File: src/rtl/ps2_key_tracker.sv
`timescale 1ns/1ps
// ps2_key_tracker
// Decodes the PS/2 received-byte stream (make, F0 break, E0 extended
// prefixes) against a runtime key map, keeps a held bit per mapped key and
// emits one-cycle action pulses, optionally with delayed auto-repeat.
//
// Optional feature: define KEY_AUTOREPEAT_EN to build the per-key repeat
// counters. Without it, tick_en/DAS_DELAY/ARR_PERIOD are ignored and a key
// pulses only on a fresh make.
//
// Ports:
//   CLOCK_50   in  system clock (rising edge)
//   reset      in  asynchronous active-high reset
//   rx_data    in  [7:0] received byte
//   rx_valid   in  one-cycle strobe qualifying rx_data
//   key_map    in  [9*NUM_KEYS-1:0] entry k = {ext, scan code} at [9k+8:9k]
//   tick_en    in  repeat time-base strobe
//   clear_all  in  synchronous drop of all held keys / repeats
//   key_held   out [NUM_KEYS-1:0] key currently pressed
//   key_pulse  out [NUM_KEYS-1:0] one-cycle action strobe per key
//   any_held   out OR of key_held
//   last_idx   out [3:0] index of last key that produced a make pulse
//
// Handshake: rx_valid is a pure strobe with no ready/backpressure; every
// cycle it is high the byte in rx_data is consumed by the parser.
module ps2_key_tracker #(
  parameter int NUM_KEYS   = 8,
  parameter int DAS_DELAY  = 12,
  parameter int ARR_PERIOD = 4,
  parameter int CNT_W      = 8
) (
  input  logic                  CLOCK_50,
  input  logic                  reset,
  input  logic [7:0]            rx_data,
  input  logic                  rx_valid,
  input  logic [9*NUM_KEYS-1:0] key_map,
  input  logic                  tick_en,
  input  logic                  clear_all,
  output logic [NUM_KEYS-1:0]   key_held,
  output logic [NUM_KEYS-1:0]   key_pulse,
  output logic                  any_held,
  output logic [3:0]            last_idx
);

  typedef enum logic [1:0] {
    ST_IDLE    = 2'd0,
    ST_EXT     = 2'd1,
    ST_BRK     = 2'd2,
    ST_EXT_BRK = 2'd3
  } state_t;

  state_t state_q, state_d;

  logic is_e0, is_f0, is_prefix;
  logic code_ev, code_ext, code_brk;

  assign is_e0     = (rx_data == 8'hE0);
  assign is_f0     = (rx_data == 8'hF0);
  assign is_prefix = is_e0 | is_f0;

  // Parser state register
  always_ff @(posedge CLOCK_50 or posedge reset) begin
    if (reset) state_q <= ST_IDLE;
    else       state_q <= state_d;
  end

  // Parser next state
  always_comb begin
    state_d = state_q;
    if (rx_valid) begin
      case (state_q)
        ST_IDLE:    state_d = is_e0 ? ST_EXT : (is_f0 ? ST_BRK : ST_IDLE);
        ST_EXT:     state_d = is_f0 ? ST_EXT_BRK : (is_e0 ? ST_EXT : ST_IDLE);
        ST_BRK:     state_d = is_e0 ? ST_EXT_BRK : (is_f0 ? ST_BRK : ST_IDLE);
        ST_EXT_BRK: state_d = is_prefix ? ST_EXT_BRK : ST_IDLE;
        default:    state_d = ST_IDLE;
      endcase
    end
  end

  // Parser outputs: a non-prefix byte is a make/break code whose flavour
  // comes from the prefixes collected so far.
  always_comb begin
    code_ev  = rx_valid && !is_prefix;
    code_ext = (state_q == ST_EXT) || (state_q == ST_EXT_BRK);
    code_brk = (state_q == ST_BRK) || (state_q == ST_EXT_BRK);
  end

  // Key lookup: scan downwards so the lowest matching index wins.
  logic       match_hit;
  logic [3:0] match_idx;

  always_comb begin
    match_hit = 1'b0;
    match_idx = 4'd0;
    for (int k = NUM_KEYS - 1; k >= 0; k--) begin
      if (key_map[9*k +: 9] == {code_ext, rx_data}) begin
        match_hit = 1'b1;
        match_idx = 4'(k);
      end
    end
  end

  logic [NUM_KEYS-1:0] held_q, held_d;
  logic [NUM_KEYS-1:0] pulse_q, pulse_d;
  logic [3:0]          last_idx_q, last_idx_d;
  logic [NUM_KEYS-1:0] fresh_make;
  logic [NUM_KEYS-1:0] brk_key;
  logic [NUM_KEYS-1:0] rep_fire;

  // Per-key events; a make on an already-held key (typematic) is not fresh.
  always_comb begin
    for (int k = 0; k < NUM_KEYS; k++) begin
      fresh_make[k] = code_ev && !code_brk && match_hit &&
                      (match_idx == 4'(k)) && !held_q[k];
      brk_key[k]    = code_ev && code_brk && match_hit && (match_idx == 4'(k));
    end
  end

`ifdef KEY_AUTOREPEAT_EN
  logic [CNT_W-1:0] cnt_q [NUM_KEYS];
  logic [CNT_W-1:0] cnt_d [NUM_KEYS];

  // Repeat counters: count down on tick while held, fire when leaving 1.
  // Any key that will not be held next cycle parks its counter at 0.
  always_comb begin
    for (int k = 0; k < NUM_KEYS; k++) begin
      rep_fire[k] = 1'b0;
      cnt_d[k]    = cnt_q[k];
      if (held_q[k] && tick_en && (cnt_q[k] != '0)) begin
        if (cnt_q[k] == CNT_W'(1)) begin
          rep_fire[k] = 1'b1;
          cnt_d[k]    = CNT_W'(ARR_PERIOD);
        end else begin
          cnt_d[k] = cnt_q[k] - CNT_W'(1);
        end
      end
      if (clear_all || brk_key[k] || !(held_q[k] || fresh_make[k])) begin
        cnt_d[k] = '0;
      end else if (fresh_make[k]) begin
        cnt_d[k] = CNT_W'(DAS_DELAY);
      end
    end
  end

  always_ff @(posedge CLOCK_50 or posedge reset) begin
    if (reset) begin
      for (int k = 0; k < NUM_KEYS; k++) cnt_q[k] <= '0;
    end else begin
      for (int k = 0; k < NUM_KEYS; k++) cnt_q[k] <= cnt_d[k];
    end
  end
`else
  logic unused_tick_en;
  assign unused_tick_en = tick_en;
  assign rep_fire       = '0;
`endif

  // Held/pulse/last: clear_all beats everything, a break beats a repeat
  // expiry in the same cycle, and a fresh make and a repeat can only merge
  // into one pulse.
  always_comb begin
    held_d     = held_q;
    pulse_d    = '0;
    last_idx_d = last_idx_q;
    for (int k = 0; k < NUM_KEYS; k++) begin
      if (clear_all || brk_key[k]) begin
        held_d[k] = 1'b0;
      end else begin
        if (fresh_make[k]) begin
          held_d[k]  = 1'b1;
          last_idx_d = 4'(k);
        end
        pulse_d[k] = fresh_make[k] || rep_fire[k];
      end
    end
  end

  always_ff @(posedge CLOCK_50 or posedge reset) begin
    if (reset) begin
      held_q     <= '0;
      pulse_q    <= '0;
      last_idx_q <= 4'd0;
    end else begin
      held_q     <= held_d;
      pulse_q    <= pulse_d;
      last_idx_q <= last_idx_d;
    end
  end

  assign key_held  = held_q;
  assign key_pulse = pulse_q;
  assign any_held  = |held_q;
  assign last_idx  = last_idx_q;

endmodule

File: config.mk
export PLATFORM = sky130hd
export DESIGN_NAME = ps2_key_tracker
export DESIGN_NICKNAME = d
export VERILOG_FILES = /design/src/rtl/ps2_key_tracker.sv
export SDC_FILE = /design/constraint.sdc
export NUM_CORES = 1
export LEC_CHECK = 0
export CORE_MARGIN = 2
export CORE_UTILIZATION = 30
export CTS_CLUSTER_DIAMETER = 120
export DETAILED_ROUTE_END_ITERATION = 7
export GPL_ROUTABILITY_DRIVEN = 0
export PLACE_DENSITY = 0.63
export SKIP_CTS_REPAIR_TIMING = 1
export SLEW_MARGIN = 5
export SYNTH_ARGS = -nofsm -noshare
export SYNTH_HDL_FRONTEND = slang
export SYNTH_SLANG_ARGS = --single-unit
File: constraint.sdc
create_clock -name CLOCK_50 -period 6.7 [get_ports CLOCK_50]
set_input_delay 0.67 -clock CLOCK_50 [delete_from_list [all_inputs] [get_ports CLOCK_50]]
set_output_delay 0.67 -clock CLOCK_50 [all_outputs]
set_load 0.1 [all_outputs]
# == After elaboration in Yosys (flattened, before gate mapping) ==
# Index checks and enable logic that the tools add are counted.
# totals
out_inout_bits,21
reg_bits,22
wordCells,155
inputBits,85
# classes
reduce_logical,60
muxes,63
n_bitwise,1
n_eq_ne,20
# ops
op,count
4-bit two-way mux,19
9-bit == test,8
1-bit two-way mux,33
1-bit logical AND,29
4-bit by 3-bit == test with 1-bit output (second input constant),4
8-bit == test (second input constant),2
2-bit nonzero test,8
3-bit two-way mux,5
1-bit zero test,10
1-bit logical OR,10
2-bit two-way mux,5
4-bit by 2-bit == test with 1-bit output (second input constant),2
2-bit case mux with 4 select lines,1
8-bit OR reduction,1
2-bit == test (second input constant),2
4-bit by 1-bit == test with 1-bit output (second input constant),1
4-bit zero test,1
2-bit by 1-bit == test with 1-bit output (second input constant),1
2-bit zero test,1
1-bit OR,1

# == Logic depth before layout (Yosys ltp) ==
# Gate-level depths: netlist of run 1.
# depth
word_depth,30
ltp_mapped,10
ltp_nobuf,8

# == Worst setup path after synthesis of run 1 ==
# Ideal clock, no wire load.
# synth_path
path_kind,input-to-reg
startpoint,input rx_data[1]
endpoint,"register last_idx_q[0], in the netlist last_idx[0]"
setup_time_ns,0.130
path_stages,10
t_arrival_ns,2.626
path_buffers,2
setup_slack_ns,3.944
t_required_ns,6.570
path_cell_list,buf_4 or4_4 o21ai_2 or3_1 buf_2 or3_4 or3_4 or2_2 o22ai_1 o21ai_0
# synth_via
elab_chain_len,28
elab_cells_between_ends,89
classes_between,17 x eq/ne; 32 x mux; 1 x bitwise; 39 x reduce/logical
# synth_rtl
element,line_no,rtl
start: declaration,34,"input logic [7:0] rx_data,"
9-bit == test,97,"if (key_map[9*k +: 9] == {code_ext, rx_data}) begin"
3-bit two-way mux or 1-bit two-way mux (tied branches) (5 in a row),97,
4-bit two-way mux or 1-bit two-way mux (tied branches) (3 in a row),97,
4-bit zero test or 1-bit logical AND (tied branches),"115, 116, 114",
1-bit logical AND,114,fresh_make[k] = code_ev && !code_brk && match_hit &&
1-bit logical AND,115,(match_idx == 4'(k)) && !held_q[k];
4-bit two-way mux,170,if (fresh_make[k]) begin
4-bit two-way mux,167,if (clear_all || brk_key[k]) begin
[7 not listed],--,
4-bit two-way mux,167,
4-bit two-way mux,170,
4-bit two-way mux,167,
4-bit two-way mux,170,
4-bit two-way mux,167,
4-bit two-way mux,170,
4-bit two-way mux (*),167,
named net last_idx_d[0],106,"logic [3:0] last_idx_q, last_idx_d;"
end signal: assignment,187,last_idx_q <= last_idx_d;
end: declaration,106,
# Mark *: on every way through the listed nets, which the timed path passes. The rest lies on a longest branch.
# A chain may end at the register's enable or synchronous reset.

# == Worst setup path in the final report of run 1 ==
# layout_path
startpoint,input rx_data[5]
endpoint,"register last_idx_q[3], in the netlist last_idx[3]"
# Same word-level chain as after synthesis.

==> impl_metrics.py, run 1 <==
metrics = {
    "synth": {
        "yosys.area.top_type_share_pct": 26.1,
        "syn_inst": 239,
        "synth-seq-cells": 22,
        "synthArstFlopShare_pct": 100,
        "synthDistinctLibCells": 44,
        "yosysSeqAreaShare_pct": 26.1,
        "ys_top_cells_by_count": "53 x xor2_1, 22 x dfrtp_1, 19 x xnor2_1",
        "synthFlopType": "dfrtp_1",
        "yosysWarningCount": 0,
        "synth_area_sq_mm": 0.00211,
        "syn-num-nets": 324,
        "synth_most_common_cell": "xor2_1",
        "postSynthAreaPerCell_sq_um": 8.82,
        "synthTopCellsByArea": "dfrtp_1 26%, xor2_1 22%, xnor2_1 7.9%",
        "synth-edff-count": 0,
        "synth_area_leader_cell": "dfrtp_1",
    },
    "pwr": {
        "p_sw_w": 0.000108,
        "p_seq_share_pct": 37.7,
        "swShare_pct": 29.3,
        "p_clk_share_pct": 25.4,
        "ir_worst_vdd_v": 0.0000683,
        "p_comb_share_pct": 36.9,
        "power_leakage_nw": 1.29,
        "powerDensity_mw_per_mm2": 114,
        "power.internal_w": 0.000261,
    },
    "worst_setup_path": {
        "endpoint_kind": "flop",
        "worstSetupStartpointType": "input pin",
        "ff2ff_setup_slack_ps": 3740,
        "worstPathRequired_ps": 6850,
        "worstPathMaxFanout": 9,
        "crit_chain": "clkdlybuf4s50_1 -> xor2_1 -> nor4_1 -> nand3_1 -> and4_2 -> nor4_1 -> o211ai_1 -> nor4bb_1 -> and4_1",
        "crit_arrival_ps": 3700,
        "crit_type": "in2reg",
        "crit_path_top_delay_cell": "clkdlybuf4s50_1",
        "max_stage_delay_ps": 690,
        "critPathMostFrequentCell": "nor4_1",
    },
    "floorplanning": {
        "initial_core_util_pct": 31.0,
        "pin_count": 106,
        "coreArea_sq_mm": 0.00679,
        "fp.dieH_um": 87.8,
        "rows": 30,
        "die_area_sq_mm": 0.00771,
        "die_w_um": 87.8,
    },
    "placed_design": {
        "dp_slack_ps": 2920,
        "post_dp_cell_area_sq_mm": 0.00318,
        "placedCellCount": 428,
        "hpwl_mm": 5.32,
        "numPortBuffers": 104,
    },
    "cts": {
        "cts_max_level": 1,
        "root_buffer": "clkbuf_8",
        "numCtsBuffers": 3,
        "cts_buffer_depth": 2,
        "cts_tree": "yes",
        "clock_latency_ps": 260,
        "cts.sinks": 22,
        "clkSlewWorstSetupHoldPaths_ps": 80,
    },
    "timing": {
        "hold_violations": 0,
        "max_freq_ghz": 0.282,
        "period_share_pct": 53.0,
        "relSlewSlack_pct": 34.9,
        "final.setup.tns_ps": 0,
        "skew_ps": 2.91,
        "setup_viol": 0,
        "slew_viol_final": 0,
        "tightest_slew_ps": 973,
        "finalCriticalPeriod_ps": 3550,
        "setup_ws_ps": 3150,
        "rsz0062_at_grt": "false",
    },
    "routing": {
        "num_vias": 2114,
        "post-route-drc-count": 0,
        "wirelength_mm": 6.21,
        "firstDrtPassIters": 4,
        "post_drt_wl_per_cell_um": 14.4,
        "ant_nets": 0,
        "drtIter0Drc": 74,
        "viasPerCell": 4.89,
    },
    "cells_and_area": {
        "antenna_cells": 0,
        "final_area_sq_mm": 0.00324,
        "nNetsFinal": 422,
        "syn2layout_area_growth_pct": 53.6,
        "final_cells": 432,
        "drive_gt1_share_pct": 6.25,
    },
    "global_routing": {
        "busiest_layer": "met2",
        "grt_pass1_wl_mm": 9.87,
        "use_met2_pct": 28.1,
        "grt_usage_pct": 16.3,
        "globalRouteMet3Util_pct": 4.71,
        "grt_max_degree": 23,
        "grt_pass1_vias": 2114,
        "grt-ovfl-total": 0,
        "antenna_found_initial": 0,
        "grtUsageMet1_pct": 19.8,
    },
    "hold_path": {
        "hold_path_class": "reg2reg",
    },
    "job": {
        "timing.max_cap.violations": 0,
    },
    "outcome": {
        "outcome": "completed",
    },
}
through the flow:
step,hold slack (ps),total power [W],util (%)
2_1_floorplan,543,0.000216,-
3_3_place_gp,487,0.000277,46.8
3_5_place_dp,500,0.000279,46.8
4_1_cts,518,0.000374,47.6
5_1_grt,570,0.000392,47.6
6_report,516,0.000369,47.6
layout make-up:
cell class,count,area [sq um]
Sequential cell,22,551
Fill cell,688,3560
Multi-Input combinational cell,200,1440
Tap cell,96,120
Inverter,5,18.8
Clock buffer,4,55.1
Timing Repair Buffer,105,1050
power groups by stage:
stage / clock network [W] / registers [W] / logic, W
finish: 0.0000936 / 0.000139 / 0.000136
global route: 0.000104 / 0.000140 / 0.000148
CTS: 0.0000971 / 0.000139 / 0.000138
detailed placement: 0 / 0.000142 / 0.000138
global placement: 0 / 0.000142 / 0.000135
floorplan: 0 / 0.000155 / 0.0000614
worst paths after layout:
| kind | startpoint | end | depth (start not counted) |
|---|---|---|---|
| min in group asynchronous | reset | key_pulse[5] | 2 |
| min | last_idx[2] | last_idx[2] | 2 |
| min reg2reg | last_idx[2] | last_idx[2] | 2 |
| max | rx_data[5] | last_idx[3] | 9 |
| max in group asynchronous | reset | state_q[1] | 2 |
| max reg2reg | state_q[0] | last_idx[3] | 8 |
registers in the layout (all words and copies together) (netlist names):
name and flops:
last_idx 4, state_q 2, key_held 8, key_pulse 8
worst max-delay path, delay by kind of cell:
kind	cells	cell delay, ps
XOR/XNOR	1	280
buffers and inverters	1	690
AO/OA/AOI/OAI	1	200
AND/OR/NAND/NOR	6	1850
placed cells by master, fill, tap and decap left out, types with 3 or more instances in the layout:
cell             Yosys  routed
nor4_1              13      13
nor2_1              15      15
mux2i_1              3       3
and4_1               4       4
dfrtp_1             22      22
or3_1                7       7
clkbuf_8             0       4
nand4_1              7       7
nand3_1              6       6
nand2_1              7       7
o21ai_0             12      12
xnor2_1             19      19
and4_2               3       3
a211oi_1             4       4
clkdlybuf4s50_1      0     104
nor3_1              10      10
xor2_1              53      53
a21oi_1              9       9
inv_1                5       5
cell families after synthesis:
logic type                share of synthesized area [%]
DFF                                                26.1
xor gates and xnor gates                           29.9
AOI/OAI and AO/OA                                  10.6
muxes                                              1.43
buffers and inverters                              5.40
and+or+nand+nor                                    26.5
per-layer routing:
metal / up-vias / wire, um
li1: 1046 / -
met1: 974 / 2570
met3: 10 / 463
met5: - / 0
met2: 84 / 3060
met4: 0 / 116
No activity file was read; power rests on OpenSTA's default activity.
==> run 2, diff against run 1 <==
--- a/config.mk
+++ b/config.mk
@@ -10,7 +10,7 @@
 export CTS_CLUSTER_DIAMETER = 120
 export DETAILED_ROUTE_END_ITERATION = 7
 export GPL_ROUTABILITY_DRIVEN = 0
-export PLACE_DENSITY = 0.63
+export PLACE_DENSITY = 0.65
 export SKIP_CTS_REPAIR_TIMING = 1
 export SLEW_MARGIN = 5
 export SYNTH_ARGS = -nofsm -noshare
==> constraint.sdc (replaced) <==
create_clock -name CLOCK_50 -period 3.1 [get_ports CLOCK_50]
set_input_delay 0.31 -clock CLOCK_50 [delete_from_list [all_inputs] [get_ports CLOCK_50]]
set_output_delay 0.31 -clock CLOCK_50 [all_outputs]
set_load 0.1 [all_outputs]
==> impl_metrics.py, run 2 (synthesis gave the netlist of run 1 again) <==
metrics = {
    "timing": {
        "setup_ws_ps": 153,
        "setup_viol": 0,
        "rsz0062_at_grt": "false",
        "final.setup.tns_ps": 0,
        "max_freq_ghz": 0.339,
        "period_share_pct": 95.1,
        "finalCriticalPeriod_ps": 2950,
        "slew_viol_final": 0,
        "tightest_slew_ps": 968,
        "skew_ps": 1.59,
        "hold_violations": 0,
        "relSlewSlack_pct": 35.3,
    },
    "pwr": {
        "swShare_pct": 27.7,
        "power_leakage_nw": 1.47,
        "p_comb_share_pct": 35.7,
        "ir_worst_vdd_v": 0.000138,
        "powerDensity_mw_per_mm2": 254,
        "p_seq_share_pct": 33.8,
        "power.internal_w": 0.000642,
        "p_clk_share_pct": 30.4,
        "p_sw_w": 0.000246,
    },
    "routing": {
        "firstDrtPassIters": 4,
        "wirelength_mm": 6.54,
        "viasPerCell": 4.75,
        "post-route-drc-count": 0,
        "num_vias": 2196,
        "post_drt_wl_per_cell_um": 14.1,
        "drtIter0Drc": 92,
        "ant_nets": 0,
    },
    "cts": {
        "root_buffer": "clkbuf_8",
        "cts_max_level": 1,
        "cts_buffer_depth": 2,
        "cts_tree": "yes",
        "numCtsBuffers": 3,
        "clkSlewWorstSetupHoldPaths_ps": 80,
        "cts.sinks": 22,
        "clock_latency_ps": 260,
    },
    "worst_setup_path": {
        "crit_path_top_delay_cell": "clkdlybuf4s50_1",
        "cp_num_buf_inv": 4,
        "critPathMostFrequentCell": "buf_4",
        "worstSetupStartpointType": "input pin",
        "worstPathRequired_ps": 3290,
        "endpoint_kind": "flop",
        "max_stage_delay_ps": 460,
        "crit_chain": "clkdlybuf4s50_1 -> buf_4 -> xor2_1 -> nor4_1 -> buf_4 -> and3_1 -> a211oi_2 -> a211oi_1 -> buf_4 -> nor2_1 -> or3_1 -> a21oi_1",
        "path_delay_family": "buffers and inverters",
        "crit_arrival_ps": 3140,
        "crit_type": "in2reg",
        "worstPathMaxFanout": 6,
    },
    "cells_and_area": {
        "antenna_cells": 0,
        "final_cell_mix": "96 x clkdlybuf4s50_1, 53 x xor2_1, 36 x buf_4, 22 x dfrtp_1, 19 x xnor2_1",
        "seqCellArea_sq_um": 551,
        "mostFrequentLayoutCell": "clkdlybuf4s50_1",
        "nNetsFinal": 452,
        "multi_input_area_sq_mm": 0.00144,
        "fillers": 662,
        "syn2layout_area_growth_pct": 65.9,
        "drive_gt1_share_pct": 16.1,
    },
    "floorplanning": {
        "coreArea_sq_mm": 0.00679,
        "rows": 30,
        "die_w_um": 87.8,
        "die_area_sq_mm": 0.00771,
        "initial_core_util_pct": 31.0,
        "pin_count": 106,
        "fp.dieH_um": 87.8,
    },
    "hold_path": {
        "hold_path_class": "in2async",
    },
    "global_routing": {
        "grt_max_degree": 23,
        "antenna_found_initial": 0,
        "grt_pass1_vias": 2176,
        "grt_pass1_wl_mm": 10.1,
        "grt_usage_pct": 16.7,
        "grt-ovfl-total": 0,
    },
    "placed_design": {
        "dp_slack_ps": -73.1,
        "hpwl_mm": 5.67,
        "numPortBuffers": 104,
    },
    "outcome": {
        "outcome": "completed",
    },
    "job": {
        "timing.max_cap.violations": 0,
    },
}
-- run 2: power by group through the flow --
| stage | registers, W | clock network [W] | logic, W |
|---|---|---|---|
| final | 0.000301 | 0.000270 | 0.000317 |
| after global routing | 0.000302 | 0.000289 | 0.000343 |
| after CTS | 0.000301 | 0.000276 | 0.000321 |
| after detailed placement | 0.000307 | 0 | 0.000320 |
| after global placement | 0.000307 | 0 | 0.000315 |
| after floorplan | 0.000334 | 0 | 0.000133 |
-- run 2: final timing paths --
check / to / from / cells after the start / slack (ps)
worst max-delay path: key_held[4] / rx_data[7] / 12 / 150
worst max register to register: key_held[4] / state_q[0] / 10 / 160
min in group CLOCK_50: last_idx[2] / last_idx[2] / 2 / 520
worst min register to register: last_idx[2] / last_idx[2] / 2 / 520
worst min-delay path: key_pulse[6] / reset / 2 / 500
max in group asynchronous: key_pulse[1] / reset / 2 / 2110
-- run 2: layout make-up --
type                    count  area share (%)
multi-input cells         200            41.3
repair buffers            135            36.9
flip-flops and latches     22            15.8
well taps                  96            3.44
clock buffers               3            1.18
clock inverters             1           0.859
inverters                   5           0.537
-- run 2: through the flow --
step | hold WS [ps] | utilization (%) | total power [W] | instance area, sq um | instances
2_1_floorplan | 299 | - | 0.000467 | 2110 | 239
3_3_place_gp | 485 | 50.4 | 0.000622 | 3420 | 458
3_5_place_dp | 507 | 50.4 | 0.000627 | 3420 | 458
4_1_cts | 523 | 51.4 | 0.000898 | 3490 | 462
5_1_grt | 572 | 51.4 | 0.000934 | 3490 | 462
6_report | 499 | 51.4 | 0.000888 | 3490 | 462
-- run 2: per-layer routing --
| metal | share of wire [%] | track usage (%) | up-vias |
|---|---|---|---|
| met4 | 1.3 | 4.20 | 0 |
| met2 | 51 | 30.7 | 84 |
| met1 | 41 | 20.1 | 995 |
| li1 | - | - | 1111 |
| met5 | 0 | 0 | - |
| met3 | 6.4 | 2.92 | 6 |
-- run 2: worst reg2reg max path, stage by stage (launching register included) --
cell      delay, ps
dfrtp_1         570
xor2_1          240
nor4_1          480
buf_4           200
and3_1          190
a211oi_2         60
a211oi_1        420
buf_4           200
nor2_1           40
or3_1           340
a21oi_1         150
==> run 3, diff against run 2 <==
--- a/config.mk
+++ b/config.mk
@@ -5,7 +5,6 @@
 export SDC_FILE = /design/constraint.sdc
 export NUM_CORES = 1
 export LEC_CHECK = 0
-export CORE_MARGIN = 2
 export CORE_UTILIZATION = 30
 export CTS_CLUSTER_DIAMETER = 120
 export DETAILED_ROUTE_END_ITERATION = 7
==> impl_metrics.py, run 3 (synthesis gave the netlist of run 1 again) <==
metrics = {
    "cells_and_area": {
        "mostFrequentLayoutCell": "clkdlybuf4s50_1",
        "drive_gt1_share_pct": 16.8,
        "syn2layout_area_growth_pct": 65.7,
        "seqCellArea_sq_um": 551,
        "multi_input_area_sq_mm": 0.00144,
        "final_cell_mix": "96 x clkdlybuf4s50_1, 53 x xor2_1, 41 x buf_4, 22 x dfrtp_1, 19 x xnor2_1",
        "antenna_cells": 0,
        "nNetsFinal": 455,
        "final_cells": 465,
        "fillers": 674,
    },
    "floorplanning": {
        "rows": 30,
        "die_w_um": 85.8,
        "pin_count": 106,
        "coreArea_sq_mm": 0.00679,
        "fp.dieH_um": 85.8,
        "initial_core_util_pct": 31.0,
        "die_area_sq_mm": 0.00736,
    },
    "placed_design": {
        "placedCellCount": 461,
        "numPortBuffers": 104,
        "hpwl_mm": 5.56,
    },
    "routing": {
        "viasPerCell": 4.79,
        "met2_length_mm": 3.20,
        "wirelength_mm": 6.32,
        "post-route-drc-count": 0,
        "wl_met3_um": 383,
        "drtIter0Drc": 68,
        "highest_layer": "met4",
        "firstDrtPassIters": 4,
        "ant_nets": 0,
        "num_vias": 2226,
        "post_drt_wl_per_cell_um": 13.6,
        "met1_length_mm": 2.67,
    },
    "worst_setup_path": {
        "endpoint_kind": "flop",
        "crit_chain": "clkdlybuf4s50_1 -> buf_4 -> xor2_1 -> nor4_2 -> nand4_1 -> a211oi_2 -> o21ba_2 -> or3b_4 -> or3_1 -> a21oi_1",
        "max_stage_delay_ps": 510,
        "worstPathMaxFanout": 4,
        "worstSetupStartpointType": "input pin",
        "crit_type": "in2reg",
        "crit_arrival_ps": 3080,
        "crit_path_top_delay_cell": "clkdlybuf4s50_1",
        "worstPathRequired_ps": 3300,
    },
    "timing": {
        "hold_violations": 0,
        "period_share_pct": 92.7,
        "setup_viol": 0,
        "finalCriticalPeriod_ps": 2870,
        "skew_ps": 9.81,
        "max_freq_ghz": 0.348,
        "rsz0062_at_grt": "false",
        "tightest_slew_ps": 966,
        "slew_viol_final": 0,
        "hold_ws_ps": 477,
        "relSlewSlack_pct": 35.4,
        "final.setup.tns_ps": 0,
    },
    "global_routing": {
        "antenna_found_initial": 0,
        "grt_pass1_vias": 2188,
        "grt_usage_pct": 17.5,
        "grt_pass1_wl_mm": 10.2,
        "grt_max_degree": 23,
        "grt-ovfl-total": 0,
    },
    "cts": {
        "cts_max_level": 1,
        "clock_latency_ps": 270,
        "clkSlewWorstSetupHoldPaths_ps": 80,
        "root_buffer": "clkbuf_8",
        "numCtsBuffers": 3,
        "cts.sinks": 22,
        "cts_buffer_depth": 2,
        "cts_tree": "yes",
    },
    "pwr": {
        "power_leakage_nw": 1.47,
        "swShare_pct": 27.2,
        "p_sw_w": 0.000240,
        "ir_worst_vdd_v": 0.000130,
        "power.internal_w": 0.000641,
        "p_comb_share_pct": 35.9,
        "power_w": 0.000881,
        "p_clk_share_pct": 30.0,
        "powerDensity_mw_per_mm2": 252,
        "p_seq_share_pct": 34.1,
    },
    "outcome": {
        "outcome": "completed",
    },
    "hold_path": {
        "hold_path_class": "in2async",
    },
    "job": {
        "timing.max_cap.violations": 0,
    },
}
[run 3: cell count changes in the layout (fill, tap and decap cells not counted), sizes merged]
cell | previous run | this run
buf | 39 | 42
[run 3: routing by layer]
metal  global-route usage (%)  vias up
met5                        0        -
met4                     3.79        0
met3                     3.37        6
met2                     32.1       87
met1                     21.2     1016
li1                         -     1117
[run 3: final cells by class]
cell class	count	area share, %
multi-input cells	200	41.3
repair buffers	138	36.9
flip-flops and latches	22	15.8
well taps	96	3.44
clock buffers	3	1.18
clock inverters	1	0.860
inverters	5	0.537
[run 3: path summary, 6_finish.rpt]
| kind | from | endpoint | slack, ps | cells past startpoint |
|---|---|---|---|---|
| hold / removal | reset | key_pulse[6] | 480 | 2 |
| setup reg to reg | state_q[0] | key_held[3] | 320 | 9 |
| max in group asynchronous | reset | key_pulse[0] | 2130 | 2 |
| min in group CLOCK_50 | last_idx[2] | last_idx[2] | 520 | 2 |
| hold reg to reg | last_idx[2] | last_idx[2] | 520 | 2 |
| setup / recovery | rx_data[6] | key_held[3] | 230 | 10 |
[run 3: critical path, delay by kind of cell]
kind,cells,cell delay (ps)
AND/OR/NAND/NOR,4,1210
XOR/XNOR,1,160
AO/OA/AOI/OAI,3,690
buffers and inverters,2,710
[run 3: power by group through the flow]
stage	sequential, W	combinational [W]	clock [W]
2_1_floorplan	0.000334	0.000133	0
3_3_place_gp	0.000306	0.000314	0
5_1_grt	0.000301	0.000344	0.000280
6_report	0.000300	0.000316	0.000264
4_1_cts	0.000300	0.000320	0.000266
3_5_place_dp	0.000306	0.000319	0
[run 3: stage by stage]
stage / setup WS (ps) / instance area, sq um / util [%]
final: 226 / 3490 / 51.4
after global placement: -4.04 / 3420 / 50.3
after floorplan: 704 / 2110 / -
after CTS: 231 / 3490 / 51.4
after detailed placement: -17.3 / 3420 / 50.3
after global routing: 43.7 / 3490 / 51.4
